$ cat src/rtl/cache_arbiter_pkg.sv
// Shared types and defaults for the two-requester memory-port arbiter.
package cache_arbiter_pkg;

  localparam int ADDR_WIDTH_DEF   = 16;
  localparam int LINE_WIDTH_DEF   = 128;
  localparam int OFFSET_BITS_DEF  = 4;
  localparam int MAX_D_STREAK_DEF = 3;

  typedef logic [15:0]  lc3b_word;
  typedef logic [127:0] lc3b_line;

  typedef enum logic [2:0] {
    IDLE   = 3'd0,
    I_BUSY = 3'd1,
    D_BUSY = 3'd2,
    I_RESP = 3'd3,
    D_RESP = 3'd4
  } arb_state_t;

  // Plain-vector state constants so the FSM register stays a simple logic vector.
  localparam logic [2:0] ST_IDLE   = 3'(IDLE);
  localparam logic [2:0] ST_I_BUSY = 3'(I_BUSY);
  localparam logic [2:0] ST_D_BUSY = 3'(D_BUSY);
  localparam logic [2:0] ST_I_RESP = 3'(I_RESP);
  localparam logic [2:0] ST_D_RESP = 3'(D_RESP);

endpackage

$ cat src/rtl/cache_arbiter_if.sv
// Bus bundle between the two L1 caches, the arbiter and the memory port.
import cache_arbiter_pkg::*;

interface cache_arbiter_if #(
  parameter int ADDR_WIDTH = ADDR_WIDTH_DEF,
  parameter int LINE_WIDTH = LINE_WIDTH_DEF
);

  logic [ADDR_WIDTH-1:0] icache_pmem_address;
  logic                  icache_pmem_read;
  logic                  icache_pmem_resp;
  logic [LINE_WIDTH-1:0] icache_pmem_rdata;

  logic [ADDR_WIDTH-1:0] dcache_pmem_address;
  logic                  dcache_pmem_read;
  logic                  dcache_pmem_write;
  logic [LINE_WIDTH-1:0] dcache_pmem_wdata;
  logic                  dcache_pmem_resp;
  logic [LINE_WIDTH-1:0] dcache_pmem_rdata;

  logic [ADDR_WIDTH-1:0] pmem_address;
  logic                  pmem_read;
  logic                  pmem_write;
  logic [LINE_WIDTH-1:0] pmem_wdata;
  logic [LINE_WIDTH-1:0] pmem_rdata;
  logic                  pmem_resp;

  logic                  arb_busy;

  // Arbiter side.
  modport slave (
    input  icache_pmem_address, icache_pmem_read,
    output icache_pmem_resp, icache_pmem_rdata,
    input  dcache_pmem_address, dcache_pmem_read, dcache_pmem_write, dcache_pmem_wdata,
    output dcache_pmem_resp, dcache_pmem_rdata,
    output pmem_address, pmem_read, pmem_write, pmem_wdata,
    input  pmem_rdata, pmem_resp,
    output arb_busy
  );

  // Environment side: both caches plus the memory.
  modport master (
    output icache_pmem_address, icache_pmem_read,
    input  icache_pmem_resp, icache_pmem_rdata,
    output dcache_pmem_address, dcache_pmem_read, dcache_pmem_write, dcache_pmem_wdata,
    input  dcache_pmem_resp, dcache_pmem_rdata,
    input  pmem_address, pmem_read, pmem_write, pmem_wdata,
    output pmem_rdata, pmem_resp,
    input  arb_busy
  );

endinterface

$ cat src/rtl/cache_arbiter_arb_priority.sv
// Grant selection between icache and dcache with an icache starvation guard.
import cache_arbiter_pkg::*;

module arb_priority #(
  parameter int MAX_D_STREAK = MAX_D_STREAK_DEF
) (
  input  logic clk,
  input  logic reset,
  input  logic i_req,
  input  logic d_req,
  input  logic grant_en,
  output logic grant_i,
  output logic grant_d
);

  localparam int STREAK_W = (MAX_D_STREAK < 1) ? 1 : $clog2(MAX_D_STREAK + 1);
  localparam logic [STREAK_W-1:0] STREAK_MAX = STREAK_W'(MAX_D_STREAK);

  // Number of consecutive dcache grants won while the icache was also waiting.
  logic [STREAK_W-1:0] d_streak;
  logic                i_starved;

  assign i_starved = (d_streak == STREAK_MAX);

  // dcache wins unless the icache is waiting and has already lost MAX_D_STREAK times.
  always_comb begin
    grant_i = 1'b0;
    grant_d = 1'b0;
    if (grant_en) begin
      if (d_req && !(i_req && i_starved)) begin
        grant_d = 1'b1;
      end else if (i_req) begin
        grant_i = 1'b1;
      end
    end
  end

  // Saturating streak: bumps only on contested dcache grants, clears on any icache grant.
  always_ff @(posedge clk or posedge reset) begin
    if (reset) begin
      d_streak <= '0;
    end else if (grant_i) begin
      d_streak <= '0;
    end else if (grant_d && i_req && !i_starved) begin
      d_streak <= d_streak + 1'b1;
    end
  end

endmodule

$ cat src/rtl/cache_arbiter.sv
// Single-port memory arbiter for icache fills and dcache fills/writebacks.
// Requests are latched at grant; strobes and responses are registered.
import cache_arbiter_pkg::*;

module cache_arbiter #(
  parameter int ADDR_WIDTH   = ADDR_WIDTH_DEF,
  parameter int LINE_WIDTH   = LINE_WIDTH_DEF,
  parameter int OFFSET_BITS  = OFFSET_BITS_DEF,
  parameter int MAX_D_STREAK = MAX_D_STREAK_DEF
) (
  input logic           clk,
  input logic           reset,
  cache_arbiter_if.slave bus
);

  localparam logic [ADDR_WIDTH-1:0] OFFSET_MASK = ADDR_WIDTH'((1 << OFFSET_BITS) - 1);

  function automatic logic [ADDR_WIDTH-1:0] line_align(input logic [ADDR_WIDTH-1:0] a);
    return a & ~OFFSET_MASK;
  endfunction

  logic [2:0]            state;
  logic                  in_idle;
  logic                  d_req;
  logic                  grant_i;
  logic                  grant_d;

  logic                  pmem_read_q;
  logic                  pmem_write_q;
  logic                  icache_resp_q;
  logic                  dcache_resp_q;
  logic [ADDR_WIDTH-1:0] pmem_address_q;
  logic [LINE_WIDTH-1:0] pmem_wdata_q;
  logic [LINE_WIDTH-1:0] icache_rdata_q;
  logic [LINE_WIDTH-1:0] dcache_rdata_q;

  assign in_idle = (state == ST_IDLE);
  assign d_req   = bus.dcache_pmem_read | bus.dcache_pmem_write;

  arb_priority #(
    .MAX_D_STREAK (MAX_D_STREAK)
  ) u_prio (
    .clk      (clk),
    .reset    (reset),
    .i_req    (bus.icache_pmem_read),
    .d_req    (d_req),
    .grant_en (in_idle),
    .grant_i  (grant_i),
    .grant_d  (grant_d)
  );

  // FSM: grant in IDLE, hold strobe until pmem_resp, then one response cycle.
  always_ff @(posedge clk or posedge reset) begin
    if (reset) begin
      state         <= ST_IDLE;
      pmem_read_q   <= 1'b0;
      pmem_write_q  <= 1'b0;
      icache_resp_q <= 1'b0;
      dcache_resp_q <= 1'b0;
    end else begin
      case (state)
        ST_IDLE: begin
          if (grant_d) begin
            // A simultaneous read+write from the dcache is treated as a writeback.
            state        <= ST_D_BUSY;
            pmem_write_q <= bus.dcache_pmem_write;
            pmem_read_q  <= ~bus.dcache_pmem_write;
          end else if (grant_i) begin
            state        <= ST_I_BUSY;
            pmem_read_q  <= 1'b1;
            pmem_write_q <= 1'b0;
          end
        end
        ST_I_BUSY: begin
          if (bus.pmem_resp) begin
            state         <= ST_I_RESP;
            pmem_read_q   <= 1'b0;
            pmem_write_q  <= 1'b0;
            icache_resp_q <= 1'b1;
          end
        end
        ST_D_BUSY: begin
          if (bus.pmem_resp) begin
            state         <= ST_D_RESP;
            pmem_read_q   <= 1'b0;
            pmem_write_q  <= 1'b0;
            dcache_resp_q <= 1'b1;
          end
        end
        ST_I_RESP, ST_D_RESP: begin
          state         <= ST_IDLE;
          icache_resp_q <= 1'b0;
          dcache_resp_q <= 1'b0;
        end
        default: begin
          state         <= ST_IDLE;
          pmem_read_q   <= 1'b0;
          pmem_write_q  <= 1'b0;
          icache_resp_q <= 1'b0;
          dcache_resp_q <= 1'b0;
        end
      endcase
    end
  end

  // Grant-time latches and per-requester fill buffers; requester inputs are ignored after grant.
  always_ff @(posedge clk or posedge reset) begin
    if (reset) begin
      pmem_address_q <= '0;
      pmem_wdata_q   <= '0;
      icache_rdata_q <= '0;
      dcache_rdata_q <= '0;
    end else begin
      if (grant_d) begin
        pmem_address_q <= line_align(bus.dcache_pmem_address);
        pmem_wdata_q   <= bus.dcache_pmem_wdata;
      end else if (grant_i) begin
        pmem_address_q <= line_align(bus.icache_pmem_address);
      end
      if (bus.pmem_resp && (state == ST_I_BUSY)) begin
        icache_rdata_q <= bus.pmem_rdata;
      end
      // Writebacks return nothing, so the dcache buffer keeps its previous fill.
      if (bus.pmem_resp && (state == ST_D_BUSY) && !pmem_write_q) begin
        dcache_rdata_q <= bus.pmem_rdata;
      end
    end
  end

  assign bus.pmem_address      = pmem_address_q;
  assign bus.pmem_read         = pmem_read_q;
  assign bus.pmem_write        = pmem_write_q;
  assign bus.pmem_wdata        = pmem_wdata_q;
  assign bus.icache_pmem_resp  = icache_resp_q;
  assign bus.icache_pmem_rdata = icache_rdata_q;
  assign bus.dcache_pmem_resp  = dcache_resp_q;
  assign bus.dcache_pmem_rdata = dcache_rdata_q;
  assign bus.arb_busy          = ~in_idle;

endmodule

$ cat src/flat_wrapper.sv
// flat-port wrapper written by rule: the top's interface ports become plain ports
module cache_arbiter_flat 
#(
  parameter int ADDR_WIDTH   = ADDR_WIDTH_DEF,
  parameter int LINE_WIDTH   = LINE_WIDTH_DEF,
  parameter int OFFSET_BITS  = OFFSET_BITS_DEF,
  parameter int MAX_D_STREAK = MAX_D_STREAK_DEF
)
  (clk, reset, bus_icache_pmem_address, bus_icache_pmem_read, bus_icache_pmem_resp, bus_icache_pmem_rdata, bus_dcache_pmem_address, bus_dcache_pmem_read, bus_dcache_pmem_write, bus_dcache_pmem_wdata, bus_dcache_pmem_resp, bus_dcache_pmem_rdata, bus_pmem_address, bus_pmem_read, bus_pmem_write, bus_pmem_wdata, bus_pmem_rdata, bus_pmem_resp, bus_arb_busy);
  cache_arbiter_if #(.ADDR_WIDTH(ADDR_WIDTH), .LINE_WIDTH(LINE_WIDTH)) bus_i ();
  input logic clk;
  input logic reset;
  input wire logic [$bits(bus_i.icache_pmem_address)-1:0] bus_icache_pmem_address;
  input wire logic [$bits(bus_i.icache_pmem_read)-1:0] bus_icache_pmem_read;
  output wire logic [$bits(bus_i.icache_pmem_resp)-1:0] bus_icache_pmem_resp;
  output wire logic [$bits(bus_i.icache_pmem_rdata)-1:0] bus_icache_pmem_rdata;
  input wire logic [$bits(bus_i.dcache_pmem_address)-1:0] bus_dcache_pmem_address;
  input wire logic [$bits(bus_i.dcache_pmem_read)-1:0] bus_dcache_pmem_read;
  input wire logic [$bits(bus_i.dcache_pmem_write)-1:0] bus_dcache_pmem_write;
  input wire logic [$bits(bus_i.dcache_pmem_wdata)-1:0] bus_dcache_pmem_wdata;
  output wire logic [$bits(bus_i.dcache_pmem_resp)-1:0] bus_dcache_pmem_resp;
  output wire logic [$bits(bus_i.dcache_pmem_rdata)-1:0] bus_dcache_pmem_rdata;
  output wire logic [$bits(bus_i.pmem_address)-1:0] bus_pmem_address;
  output wire logic [$bits(bus_i.pmem_read)-1:0] bus_pmem_read;
  output wire logic [$bits(bus_i.pmem_write)-1:0] bus_pmem_write;
  output wire logic [$bits(bus_i.pmem_wdata)-1:0] bus_pmem_wdata;
  input wire logic [$bits(bus_i.pmem_rdata)-1:0] bus_pmem_rdata;
  input wire logic [$bits(bus_i.pmem_resp)-1:0] bus_pmem_resp;
  output wire logic [$bits(bus_i.arb_busy)-1:0] bus_arb_busy;
  assign bus_i.icache_pmem_address = bus_icache_pmem_address;
  assign bus_i.icache_pmem_read = bus_icache_pmem_read;
  assign bus_icache_pmem_resp = bus_i.icache_pmem_resp;
  assign bus_icache_pmem_rdata = bus_i.icache_pmem_rdata;
  assign bus_i.dcache_pmem_address = bus_dcache_pmem_address;
  assign bus_i.dcache_pmem_read = bus_dcache_pmem_read;
  assign bus_i.dcache_pmem_write = bus_dcache_pmem_write;
  assign bus_i.dcache_pmem_wdata = bus_dcache_pmem_wdata;
  assign bus_dcache_pmem_resp = bus_i.dcache_pmem_resp;
  assign bus_dcache_pmem_rdata = bus_i.dcache_pmem_rdata;
  assign bus_pmem_address = bus_i.pmem_address;
  assign bus_pmem_read = bus_i.pmem_read;
  assign bus_pmem_write = bus_i.pmem_write;
  assign bus_pmem_wdata = bus_i.pmem_wdata;
  assign bus_i.pmem_rdata = bus_pmem_rdata;
  assign bus_i.pmem_resp = bus_pmem_resp;
  assign bus_arb_busy = bus_i.arb_busy;
  cache_arbiter #(.ADDR_WIDTH(ADDR_WIDTH), .LINE_WIDTH(LINE_WIDTH), .OFFSET_BITS(OFFSET_BITS), .MAX_D_STREAK(MAX_D_STREAK)) u_core (.clk(clk), .reset(reset), .bus(bus_i));
endmodule
$ cat config.mk
export PLATFORM = sky130hd
export DESIGN_NAME = cache_arbiter_flat
export DESIGN_NICKNAME = d
export VERILOG_FILES = /design/src/rtl/cache_arbiter_pkg.sv /design/src/rtl/cache_arbiter_if.sv /design/src/rtl/cache_arbiter_arb_priority.sv /design/src/rtl/cache_arbiter.sv /design/src/flat_wrapper.sv
export SDC_FILE = /design/constraint.sdc
export NUM_CORES = 1
export LEC_CHECK = 0
export ABC_CLOCK_PERIOD_IN_PS = 16950
export CAP_MARGIN = 20
export CORE_AREA = 3 3 275 277
export CTS_BUF_LIST = sky130_fd_sc_hd__clkbuf_4
export CTS_CLUSTER_SIZE = 8
export DETAILED_ROUTE_END_ITERATION = 8
export DIE_AREA = 0 0 278 280
export SKIP_CTS_REPAIR_TIMING = 1
export SLEW_MARGIN = 20
export SYNTH_ARGS = -nofsm -noshare
export SYNTH_HDL_FRONTEND = slang
export SYNTH_HIERARCHICAL = 1
export SYNTH_SLANG_ARGS = --single-unit
$ cat constraint.sdc
create_clock -name clk -period 16.95 [get_ports clk]
set_input_delay 3.39 -clock clk [delete_from_list [all_inputs] [get_ports clk]]
set_output_delay 3.39 -clock clk [all_outputs]
set_load 0.02 [all_outputs]
* Word level (Yosys, flattened, before mapping)
Index checks and enable logic that the tools add are counted.
** Cells by class
- $add $sub $neg :: 1
- Reductions and logical operators :: 21
- Bitwise operators :: 6
- Multiplexer cells :: 24
- Equal/unequal tests :: 9
** Operators with widths (number)
- $mux 16 :: 2
- $mux 3 :: 4
- $mux 1 :: 11
- $pmux 3 s3 :: 1
- $reduce_or 2->1 :: 4
- $logic_and 1x1->1 :: 7
- $eq 3x2->1 const B :: 2
- $pmux 1 s3 :: 2
- $reduce_and 3->1 :: 2
- $not 1->1 :: 5
- $mux 2 :: 2
- $ne 2x2->1 const B :: 2
- $pmux 1 s2 :: 2
- $reduce_and 2->1 :: 2
- $reduce_bool 2->1 :: 2
- $eq 3x1->1 const B :: 1
- $eq 3x3->1 const B :: 1
- $logic_not 1->1 :: 3
- $logic_not 3->1 :: 1
- $ne 3x3->1 const B :: 1
- $add 2x1->2 const B :: 1
- $eq 2x2->1 const B :: 1
- $ne 2x1->1 const B :: 1
- $or 1x1->1 :: 1
** Word-level totals
- Register bits after elaboration :: 409

* Logic depth before layout (Yosys ltp)
Gate-level depths: netlist of the first run.
- Word-level depth :: 10
- Depth in mapped cells :: 9

* Hierarchy
The synthesis of the first run kept the hierarchy.
** Modules (own cells, without submodules)
- cache_arbiter :: times used 1, area an instance 15327.2 sq um, cells each 912
- arb_priority :: times used 1, area an instance 118.9 sq um, cells each 12

* Worst setup path after synthesis of the first run
OpenSTA, ideal clock, no wires.
- Path type :: input-to-reg
- Start point :: input bus_dcache_pmem_write
- End point :: register u_core.pmem_address_q[10], in the netlist u_core/bus.pmem_address[10]
- Setup time :: 137 ps
- Data arrival time :: 4595 ps
- Slack :: 12219 ps
- Required time :: 16813 ps
- Buffers on the path :: 2
- Stages on the path :: 6
- Path through :: or2_2 a21oi_1 clkbuf_1 buf_2 mux2i_1 o21ai_0
** Between the ends
- Word-level cells in the longest chain between the ends :: 5
** Ends and longest elaborated chain
- start: declaration :: RTL line flat_wrapper.sv:19 : input wire logic [$bits(bus_i.dcache_pmem_write)-1:0] bus_dcache_pmem_write;
- $or 1x1->1 :: RTL line cache_arbiter.sv:38 : assign d_req = bus.dcache_pmem_read | bus.dcache_pmem_write;
- $logic_and 1x1->1 :: RTL line cache_arbiter_arb_priority.sv:30 : if (d_req && !(i_req && i_starved)) begin
- $mux 1 :: RTL line cache_arbiter_arb_priority.sv:30
- $mux 1 :: RTL line cache_arbiter_arb_priority.sv:29 : if (grant_en) begin
- via u_core.grant_i :: RTL line cache_arbiter.sv:25 : logic grant_i;
- $reduce_bool 2->1 (no source line)
- end signal: assignment :: RTL line cache_arbiter.sv:115 : pmem_address_q <= line_align(bus.dcache_pmem_address);
- end signal: assignment :: RTL line cache_arbiter.sv:118 : pmem_address_q <= line_align(bus.icache_pmem_address);
- end: declaration :: RTL line cache_arbiter.sv:32 : logic [ADDR_WIDTH-1:0] pmem_address_q;
The timed path passes the listed nets, and every way through them passes these cells.
A chain may end at the register's enable or synchronous reset.

* Worst setup path after layout of the first run
- Start point :: register u_core.state[1]
- End point :: output bus_arb_busy
** Between the ends
- Word-level cells in the longest chain between the ends :: 2
** Ends and longest elaborated chain
- start: declaration :: RTL line cache_arbiter.sv:22 : logic [2:0] state;
- start signal: assignment :: RTL line cache_arbiter.sv:55 : state <= ST_IDLE;
- start signal: assignment :: RTL line cache_arbiter.sv:65 : state <= ST_D_BUSY;
- start signal: assignment :: RTL line cache_arbiter.sv:69 : state <= ST_I_BUSY;
- $logic_not 3->1 :: RTL line cache_arbiter.sv:37 : assign in_idle = (state == ST_IDLE);
- via u_core.in_idle :: RTL line cache_arbiter.sv:23 : logic in_idle;
- $not 1->1 :: RTL line cache_arbiter.sv:138 : assign bus.arb_busy = ~in_idle;
- end: declaration :: RTL line flat_wrapper.sv:29 : output wire logic [$bits(bus_i.arb_busy)-1:0] bus_arb_busy;
The timed path passes the listed nets, and every way through them passes these cells.

==> results of run 1 <==
==> critical path: stages (launching register included) <==
cell and delay, ns:
dfrtp_1 0.53, nor3_1 0.56, inv_1 0.10, clkdlybuf4s50_1 0.58
==> worst min-delay path by stage <==
stage	start	to	slack (ns)	depth (start not counted)
finish	u_core/bus.icache_pmem_rdata[70]	u_core/bus.icache_pmem_rdata[70]	0.50	1
floorplan	u_core/u_prio/d_streak[1]	u_core/u_prio/d_streak[1]	0.48	1
CTS	u_core/bus.dcache_pmem_rdata[8]	u_core/bus.dcache_pmem_rdata[8]	0.51	1
global placement	u_core/bus.icache_pmem_rdata[105]	u_core/bus.icache_pmem_rdata[105]	0.49	1
detailed placement	u_core/bus.dcache_pmem_rdata[8]	u_core/bus.dcache_pmem_rdata[8]	0.49	1
global route	u_core/bus.icache_pmem_rdata[23]	u_core/bus.icache_pmem_rdata[23]	0.51	1
==> final cells by class <==
cell class                      instances  area [um2]
Tap cell                              959        1200
Antenna cell                            6       15.01
Sequential cell                       405       10130
Multi-Input combinational cell        463        4845
Fill cell                            7223       48480
Inverter                                5       26.28
Clock inverter                         31       219.0
Clock buffer                          160        1201
Timing Repair Buffer                  696        6958
==> registers in the layout, summed over array words and instances, names as in the netlist <==
| signal | cells |
|---|---|
| u_core/bus.dcache_pmem_resp | 1 |
| u_core/bus.pmem_read | 1 |
| u_core/bus.icache_pmem_rdata | 128 |
| u_core/u_prio/d_streak | 2 |
| u_core/bus.dcache_pmem_rdata | 128 |
| u_core/bus.pmem_address | 12 |
| u_core/bus.pmem_write | 1 |
| u_core/bus.icache_pmem_resp | 1 |
| u_core/bus.pmem_wdata | 128 |
| u_core/state | 3 |
==> metal layers <==
layer  vias to the layer above  part of all wire [%]
li1                       4848                     -
met1                      5333                    35
met2                       507                    53
met3                       106                   9.1
met4                         0                   2.8
met5                         -                     0
==> cell usage in the layout (no fill, tap or decap), types with 3 or more instances in the layout <==
cell,netlist,layout
mux2_2,385,385
inv_1,5,4
clkbuf_4,0,160
diode_2,0,6
a21oi_1,6,5
mux2i_1,12,12
dfrtp_1,405,405
bufinv_16,0,3
clkdlybuf4s50_1,0,686
clkinv_1,0,20
clkinv_2,0,4
nand2_1,17,17
o21ai_0,13,13
buf_4,7,8
nand3_1,3,3
conb_1,1,4
==> cells by family (layout without fill, tap and decap cells) <==
| kind of cell | after synthesis | after routing |
|---|---|---|
| mux | 397 | 397 |
| flops | 405 | 405 |
| buf+inv | 59 | 892 |
| other cells | 1 | 10 |
| fa+ha+maj | 1 | 1 |
| compound gates | 24 | 24 |
| simple gates | 37 | 37 |
==> report_power, final <==
part           switching [uW]  internal [uW]
clock network             413            477
logic                    1130           1260
registers                 241           1420
==> per-stage QoR <==
stage                     setup WS [ns]  power [uW]  area (um2)  cells
final                             10.96        4940       24600   2725
after CTS                         10.72        5037       24580   2719
after global routing              10.67        5230       24600   2725
after floorplan                   2.351        2906       15460    927
after detailed placement          10.36        4094       23160   2528
after global placement            10.43        4053       23160   2528
==> impl_metrics.py, run 1 <==
metrics = {
    "drt": {
        "vias_per_cell": 3.961,
        "postRouteWirelength_um": 47470,
        "drt_iter0_drc": 273,
        "first_pass_iters": 4,
        "via_count": 10790,
        "wl_per_cell_um": 17.42,
        "drcViolationCount": 0,
        "postRouteAntennaNets": 0,
    },
    "clocking": {
        "cts_max_path_buffers": 3,
        "clkLatencyLatePin_ns": 0.83,
        "h-tree-depth": 3,
        "clkSlewWorstSetupHoldPaths_ns": 0.06,
        "cts.sinks": 405,
        "cts_root_buf": "clkbuf_4",
        "numCtsBuffers": 111,
        "cts_tree": "yes",
    },
    "floorplan": {
        "fp.dieH_um": 280,
        "coreArea_um2": 73080,
        "dieWidth_um": 278,
        "fp-row-count": 99,
        "pin_count": 699,
        "initial_core_util_pct": 21.14,
        "die_area_um2": 77840,
    },
    "flow_run": {
        "maxCapViolations": 0,
    },
    "yosys": {
        "yosysMostFrequentCell": "dfrtp_1",
        "synth_ff_type": "dfrtp_1",
        "yosysSeqAreaShare_pct": 65.61,
        "synth_compound_area_share_pct": 0.8910,
        "yosys_warnings": 6,
        "synth_area_per_cell_um2": 16.72,
        "synth_edf_count": 0,
        "synth_top_area_share_pct": 65.61,
        "synth_xor_area_share_pct": 0,
        "synth.area.top_cells": "dfrtp_1 66%, mux2_2 28%, clkbuf_8 0.98%",
        "synth_cell_types": 31,
        "yosysTopAreaCell": "dfrtp_1",
        "syn-cell-area_um2": 15450,
        "synth-async-reset-ratio_pct": 100.0,
        "synth_fa_ha_area_share_pct": 0.08100,
        "synth_mux_area_share_pct": 28.85,
        "ys_ff_latch": 405,
        "synth.cells.most_frequent": "405 x dfrtp_1, 385 x mux2_2, 17 x nand2_1, 13 x buf_6, 13 x o21ai_0",
        "synthSimpleGateAreaFrac_pct": 1.353,
        "synth_top_family_by_area": "multiplexers",
        "netlist_instances": 924,
    },
    "sta": {
        "maxSlewHeadroom_pct": 32.75,
        "finClkSkew_ns": 0.08933,
        "fin_hold_ws_ns": 0.5018,
        "drv_slew": 0,
        "hold_viol": 0,
        "max_freq_mhz": 167.0,
        "layout_min_cycle_time_ns": 5.988,
        "setup_viol": 0,
        "worst_slew_pin_slew_ns": 1.009,
        "rsz0062_at_grt": "false",
        "fin_crit_sh_pct": 35.33,
        "setup_tns_ns": 0,
    },
    "power": {
        "p_leak_uw": 0.01022,
        "pwr_density_cell_nw_per_um2": 200.8,
        "ir_worst_vdd_uv": 105.1,
    },
    "critical_path": {
        "rrSetupSlack_ns": 13.19,
        "end_kind": "primary output",
        "cp_max_fo": 13,
        "crit_required_ns": 13.56,
        "endpoint": "bus_arb_busy",
        "rr_startpoint": "u_core/state[1]",
        "path_class": "reg2out",
        "start_kind": "register",
        "cp-startpoint": "u_core/state[1]",
        "reg2reg_depth": 6,
        "crit_arrival_ns": 2.60,
        "r2r-end": "u_core/bus.pmem_wdata[56]",
    },
    "grt": {
        "use_met2_pct": 21.49,
        "antenna_found_initial": 5,
        "grtUsageMet1_pct": 12.00,
        "use_met3_pct": 5.034,
        "busiest_layer": "met2",
        "grt_pass1_wl_um": 72000,
        "grt-ovfl-total": 0,
        "grt_start_max_net_pins": 151,
        "grt_pass1_vias": 12180,
        "grt_usage_pct": 11.85,
    },
    "status": {
        "status": "completed",
    },
    "cells_and_area": {
        "drive_gt1_share_pct": 32.61,
        "final_core_util_pct": 33.66,
        "num-nets-final": 1977,
        "area_growth_pct": 59.25,
    },
    "placement": {
        "placement.io_buffers": 686,
        "dp_hpwl_um": 34000,
        "gp_congestion": 0.7567,
    },
    "min_path": {
        "min_path_type": "reg2reg",
    },
}
No activity file was read; power rests on OpenSTA's default activity.
==> inputs of run 2 (changes only) <==
Settings changed: ABC_CLOCK_PERIOD_IN_PS 16950 to 5600.
Clock period 16.95 ns to 5.6 ns, I/O delays scaled along.
==> impl_metrics.py, run 2 (same netlist as run 1, synthesis figures left out) <==
metrics = {
    "cells_and_area": {
        "fillers": 7203,
        "drive_gt1_share_pct": 33.13,
        "regArea_um2": 10130,
        "area_growth_pct": 60.10,
        "layout_commonest_cell": "clkdlybuf4s50_1",
        "multiInputGateArea_um2": 4845,
        "fin_area_um2": 24730,
        "layout_common_cells": "686 x clkdlybuf4s50_1, 405 x dfrtp_1, 385 x mux2_2, 164 x clkbuf_4, 23 x clkinv_1",
        "num-nets-final": 1990,
    },
    "drt": {
        "vias_per_cell": 3.933,
        "postRouteAntennaNets": 0,
        "postRouteWirelength_um": 49170,
        "drcViolationCount": 0,
        "first_pass_iters": 4,
        "wl_per_cell_um": 17.93,
        "via_count": 10790,
        "drt_iter0_drc": 278,
    },
    "sta": {
        "setup_viol": 0,
        "rsz0062_at_grt": "false",
        "layout_min_cycle_time_ns": 3.683,
        "finClkSkew_ns": 0.05991,
        "max_freq_mhz": 271.5,
        "finalWorstSetupSlack_ns": 1.917,
        "hold_viol": 0,
        "maxSlewHeadroom_pct": 35.54,
        "worst_slew_pin_slew_ns": 0.9647,
        "drv_slew": 0,
        "fin_crit_sh_pct": 65.77,
    },
    "clocking": {
        "clkLatencyLatePin_ns": 0.81,
        "cts_tree": "yes",
        "clkSlewWorstSetupHoldPaths_ns": 0.06,
        "cts_root_buf": "clkbuf_4",
        "cts.sinks": 405,
        "numCtsBuffers": 111,
        "cts_max_path_buffers": 3,
        "h-tree-depth": 3,
    },
    "placement": {
        "dp_hpwl_um": 36600,
        "gp_congestion": 0.7922,
        "post-place-ws_ns": 1.947,
        "placement.io_buffers": 686,
        "dpl_cell_area_um2": 23340,
    },
    "critical_path": {
        "end_kind": "primary output",
        "path_class": "reg2out",
        "cp_top_family": "buffers and inverters",
        "cpPeakStageDelay_ns": 0.58,
        "cp_max_fo": 13,
        "cp_num_buf_inv": 2,
        "crit_chain": "nor3_1 > inv_1 > clkdlybuf4s50_1",
        "rrSetupSlack_ns": 2.62,
        "start_kind": "register",
        "crit_required_ns": 4.48,
        "crit_arrival_ns": 2.56,
        "slowest_stage": "clkdlybuf4s50_1",
    },
    "floorplan": {
        "die_area_um2": 77840,
        "pin_count": 699,
        "dieWidth_um": 278,
        "fp-row-count": 99,
        "fp.dieH_um": 280,
        "initial_core_util_pct": 21.14,
        "coreArea_um2": 73080,
    },
    "power": {
        "switching_share_pct": 36.43,
        "p_leak_uw": 0.01029,
        "pwr_density_cell_nw_per_um2": 603.7,
        "p_comb_share_pct": 49.1,
        "p_sw_uw": 5438,
        "internal_power_uw": 9491,
        "p_seq_share_pct": 33.7,
        "ir_worst_vdd_uv": 327.6,
        "clkPwrFrac_pct": 17.2,
    },
    "grt": {
        "antenna_found_initial": 4,
        "grt-ovfl-total": 0,
        "grt_usage_pct": 12.40,
        "grt_start_max_net_pins": 116,
        "grt_pass1_wl_um": 74810,
        "grt_pass1_vias": 12530,
    },
    "status": {
        "status": "completed",
    },
    "min_path": {
        "min_path_type": "reg2reg",
    },
    "flow_run": {
        "maxCapViolations": 0,
    },
}
==> run 2: stage by stage <==
step                      power [uW]  hold slack, ns  TNS [ns]  util, %  std cells
final                          14930          0.5031         0    33.84       2742
after global routing           15850          0.3914         0    33.84       2742
after CTS                      15250          0.3811         0    33.82       2737
after detailed placement       12530          0.4941         0    31.94       2541
after global placement         12370          0.4877         0    31.94       2541
after floorplan                 8795          0.4811   -381.93        -        927
==> run 2: routing by layer <==
| metal | GRT usage, % | part of all wire (%) |
|---|---|---|
| met4 | 5.320 | 3.5 |
| met1 | 12.15 | 34 |
| met2 | 22.73 | 53 |
| met3 | 5.400 | 9.8 |
| met5 | 0 | 0 |
==> run 2: final timing paths <==
kind / depth (start not counted) / start / to
worst max-delay path: 3 / u_core/state[1] / bus_arb_busy
worst min-delay path: 1 / u_core/bus.dcache_pmem_rdata[40] / u_core/bus.dcache_pmem_rdata[40]
worst max register to register: 5 / u_core/state[1] / u_core/bus.pmem_wdata[53]
worst min register to register: 1 / u_core/bus.dcache_pmem_rdata[40] / u_core/bus.dcache_pmem_rdata[40]
max in group asynchronous: 3 / reset / u_core/bus.dcache_pmem_rdata[65]
min in group asynchronous: 2 / reset / u_core/u_prio/d_streak[1]
==> run 2: power groups by stage <==
stage / sequential [uW] / clock [uW] / combinational (uW)
2_1_floorplan: 6630 / 0 / 2160
3_3_place_gp: 5010 / 0 / 7360
3_5_place_dp: 5090 / 0 / 7440
4_1_cts: 5050 / 2740 / 7460
5_1_grt: 5220 / 2910 / 7720
6_report: 5030 / 2570 / 7330
==> run 2: final cells by class <==
cell class / count / share of cell area [%]
Sequential cell: 405 / 40.98
Clock buffer: 164 / 4.979
Clock inverter: 32 / 0.5819
Timing Repair Buffer: 709 / 28.87
Tap cell: 959 / 4.852
Inverter: 5 / 0.09107
Antenna cell: 5 / 0.05060
Multi-Input combinational cell: 463 / 19.59
==> inputs of run 3 (changes only) <==
Settings changed: ABC_CLOCK_PERIOD_IN_PS 5600 to 3300, CORE_AREA 3 3 275 277 to 3 3 272 274, DIE_AREA 0 0 278 280 to 0 0 275 277.
Clock period 5.6 ns to 3.3 ns, I/O delays scaled along.
==> impl_metrics.py, run 3 (same netlist as run 1, synthesis figures left out) <==
metrics = {
    "status": {
        "status": "completed",
    },
    "drt": {
        "via_count": 10870,
        "drt_iter0_drc": 246,
        "wl_per_cell_um": 17.91,
        "drcViolationCount": 0,
        "postRouteAntennaNets": 0,
        "postRouteWirelength_um": 49170,
        "vias_per_cell": 3.960,
        "first_pass_iters": 6,
    },
    "critical_path": {
        "path_class": "reg2out",
        "rrSetupSlack_ns": 0.88,
        "cpPeakStageDelay_ns": 0.62,
        "rr_startpoint": "u_core/state[1]",
        "slowest_stage": "clkdlybuf4s50_1",
        "crit_required_ns": 2.64,
        "r2r-end": "u_core/bus.pmem_wdata[103]",
        "crit_chain": "nor3_1 > buf_4 > inv_1 > clkdlybuf4s50_1",
        "cp_top_family": "buffers and inverters",
        "start_kind": "register",
        "cp_num_buf_inv": 3,
        "cp_max_fo": 13,
        "end_kind": "primary output",
        "crit_arrival_ns": 2.31,
        "reg2reg_depth": 6,
    },
    "min_path": {
        "min_path_type": "in2async",
    },
    "power": {
        "p_leak_uw": 0.01040,
        "switching_share_pct": 36.14,
        "p_comb_share_pct": 49.4,
        "p_seq_share_pct": 33.7,
        "internal_power_uw": 16200,
        "clkPwrFrac_pct": 16.8,
        "p_sw_uw": 9167,
        "ir_worst_vdd_uv": 542.2,
        "pwr_density_cell_nw_per_um2": 1018,
    },
    "floorplan": {
        "fp.dieH_um": 277,
        "coreArea_um2": 71610,
        "dieWidth_um": 275,
        "die_area_um2": 76180,
        "fp-row-count": 98,
        "pin_count": 699,
        "initial_core_util_pct": 21.57,
    },
    "sta": {
        "hold_viol": 0,
        "finalWorstSetupSlack_ns": 0.3278,
        "finClkSkew_ns": 0.05392,
        "fin_crit_sh_pct": 90.07,
        "worst_slew_pin_slew_ns": 0.6518,
        "layout_min_cycle_time_ns": 2.972,
        "setup_viol": 0,
        "drv_slew": 0,
        "rsz0062_at_grt": "false",
        "fin_hold_ws_ns": 0.1491,
        "max_freq_mhz": 336.5,
        "maxSlewHeadroom_pct": 56.45,
    },
    "grt": {
        "grt_pass1_wl_um": 74150,
        "grt_start_max_net_pins": 63,
        "grt_usage_pct": 12.58,
        "grt-ovfl-total": 0,
        "antenna_found_initial": 5,
        "grt_pass1_vias": 12390,
    },
    "clocking": {
        "cts_root_buf": "clkbuf_4",
        "clkSlewWorstSetupHoldPaths_ns": 0.06,
        "cts.sinks": 405,
        "cts_tree": "yes",
        "h-tree-depth": 3,
        "clkLatencyLatePin_ns": 0.81,
        "numCtsBuffers": 107,
        "cts_max_path_buffers": 3,
    },
    "cells_and_area": {
        "final_core_util_pct": 34.81,
        "num-nets-final": 2008,
        "layout_common_cells": "686 x clkdlybuf4s50_1, 405 x dfrtp_1, 385 x mux2_2, 165 x clkbuf_4, 30 x buf_4",
        "drive_gt1_share_pct": 34.14,
        "area_growth_pct": 61.39,
        "fillers": 7012,
        "layout_commonest_cell": "clkdlybuf4s50_1",
    },
    "flow_run": {
        "maxCapViolations": 0,
    },
    "placement": {
        "dp_hpwl_um": 37160,
        "gp_congestion": 0.8034,
        "post-place-ws_ns": 0.4196,
        "placement.io_buffers": 686,
    },
}
## run 3: cell types whose count changed in the layout (fill, tap and decap cells not counted), sizes merged
cell      previous run  this run
clkbuf             164       165
buf                 23        45
clkinvlp             1         3
diode                5         8
inv                  7         6
clkinv              29        14
## run 3: final cells by class
class	count	area [um2]	area share [%]
Antenna cell	8	20.02	0.08031
Clock buffer	165	1239	4.969
Clock inverter	18	87.58	0.3513
Inverter	5	22.52	0.09034
Multi-Input combinational cell	463	4845	19.43
Sequential cell	405	10130	40.65
Tap cell	950	1189	4.768
Timing Repair Buffer	731	7392	29.65
## run 3: how the worst max path moves through the flow
stage / from / end / slack, ns / depth (start not counted)
final: u_core/state[1] / bus_arb_busy / 0.33 / 4
after CTS: u_core/state[1] / bus_arb_busy / 0.15 / 4
after detailed placement: bus_dcache_pmem_write / u_core/bus.pmem_wdata[103] / 0.42 / 6
after global placement: bus_dcache_pmem_write / u_core/bus.pmem_wdata[38] / 0.53 / 6
after floorplan: reset / u_core/bus.dcache_pmem_rdata[0] / -2.79 / 1
after global routing: u_core/state[1] / bus_arb_busy / 0.05 / 4
## run 3: per-stage QoR
step	setup TNS, ns	total power [uW]	std cells	area, um2
after floorplan	-1123.45	14930	927	15460
after global placement	0	21130	2554	23580
after detailed placement	0	21360	2554	23580
after CTS	0	25880	2737	24910
after global routing	0	26920	2743	24920
final	0	25370	2745	24930
## run 3: worst register-to-register path: cells and delay by family, from the launching register on
kind | cells | cell delay, ns
multiplexers | 1 | 0.37
buffers and inverters | 2 | 0.54
AND/OR/NAND/NOR | 2 | 0.33
flip-flops | 1 | 0.51
AO/OA/AOI/OAI | 1 | 0.52
## run 3: layer usage
metal / vias to the layer above / share of wire, % / routed length, um / GRT usage [%]
li1: 4887 / - / - / -
met1: 5370 / 34 / 16760 / 12.44
met2: 523 / 53 / 25870 / 22.95
met3: 89 / 11 / 5358 / 5.805
met4: 0 / 2.4 / 1178 / 4.306
met5: - / 0 / 0 / 0
## run 3: power by group through the flow
stage               logic (uW)  clock network (uW)  registers [uW]
finish                   12500                4270            8550
global route             13200                4800            8880
CTS                      12700                4530            8590
detailed placement       12700                   0            8640
global placement         12600                   0            8530
floorplan                 3670                   0           11300
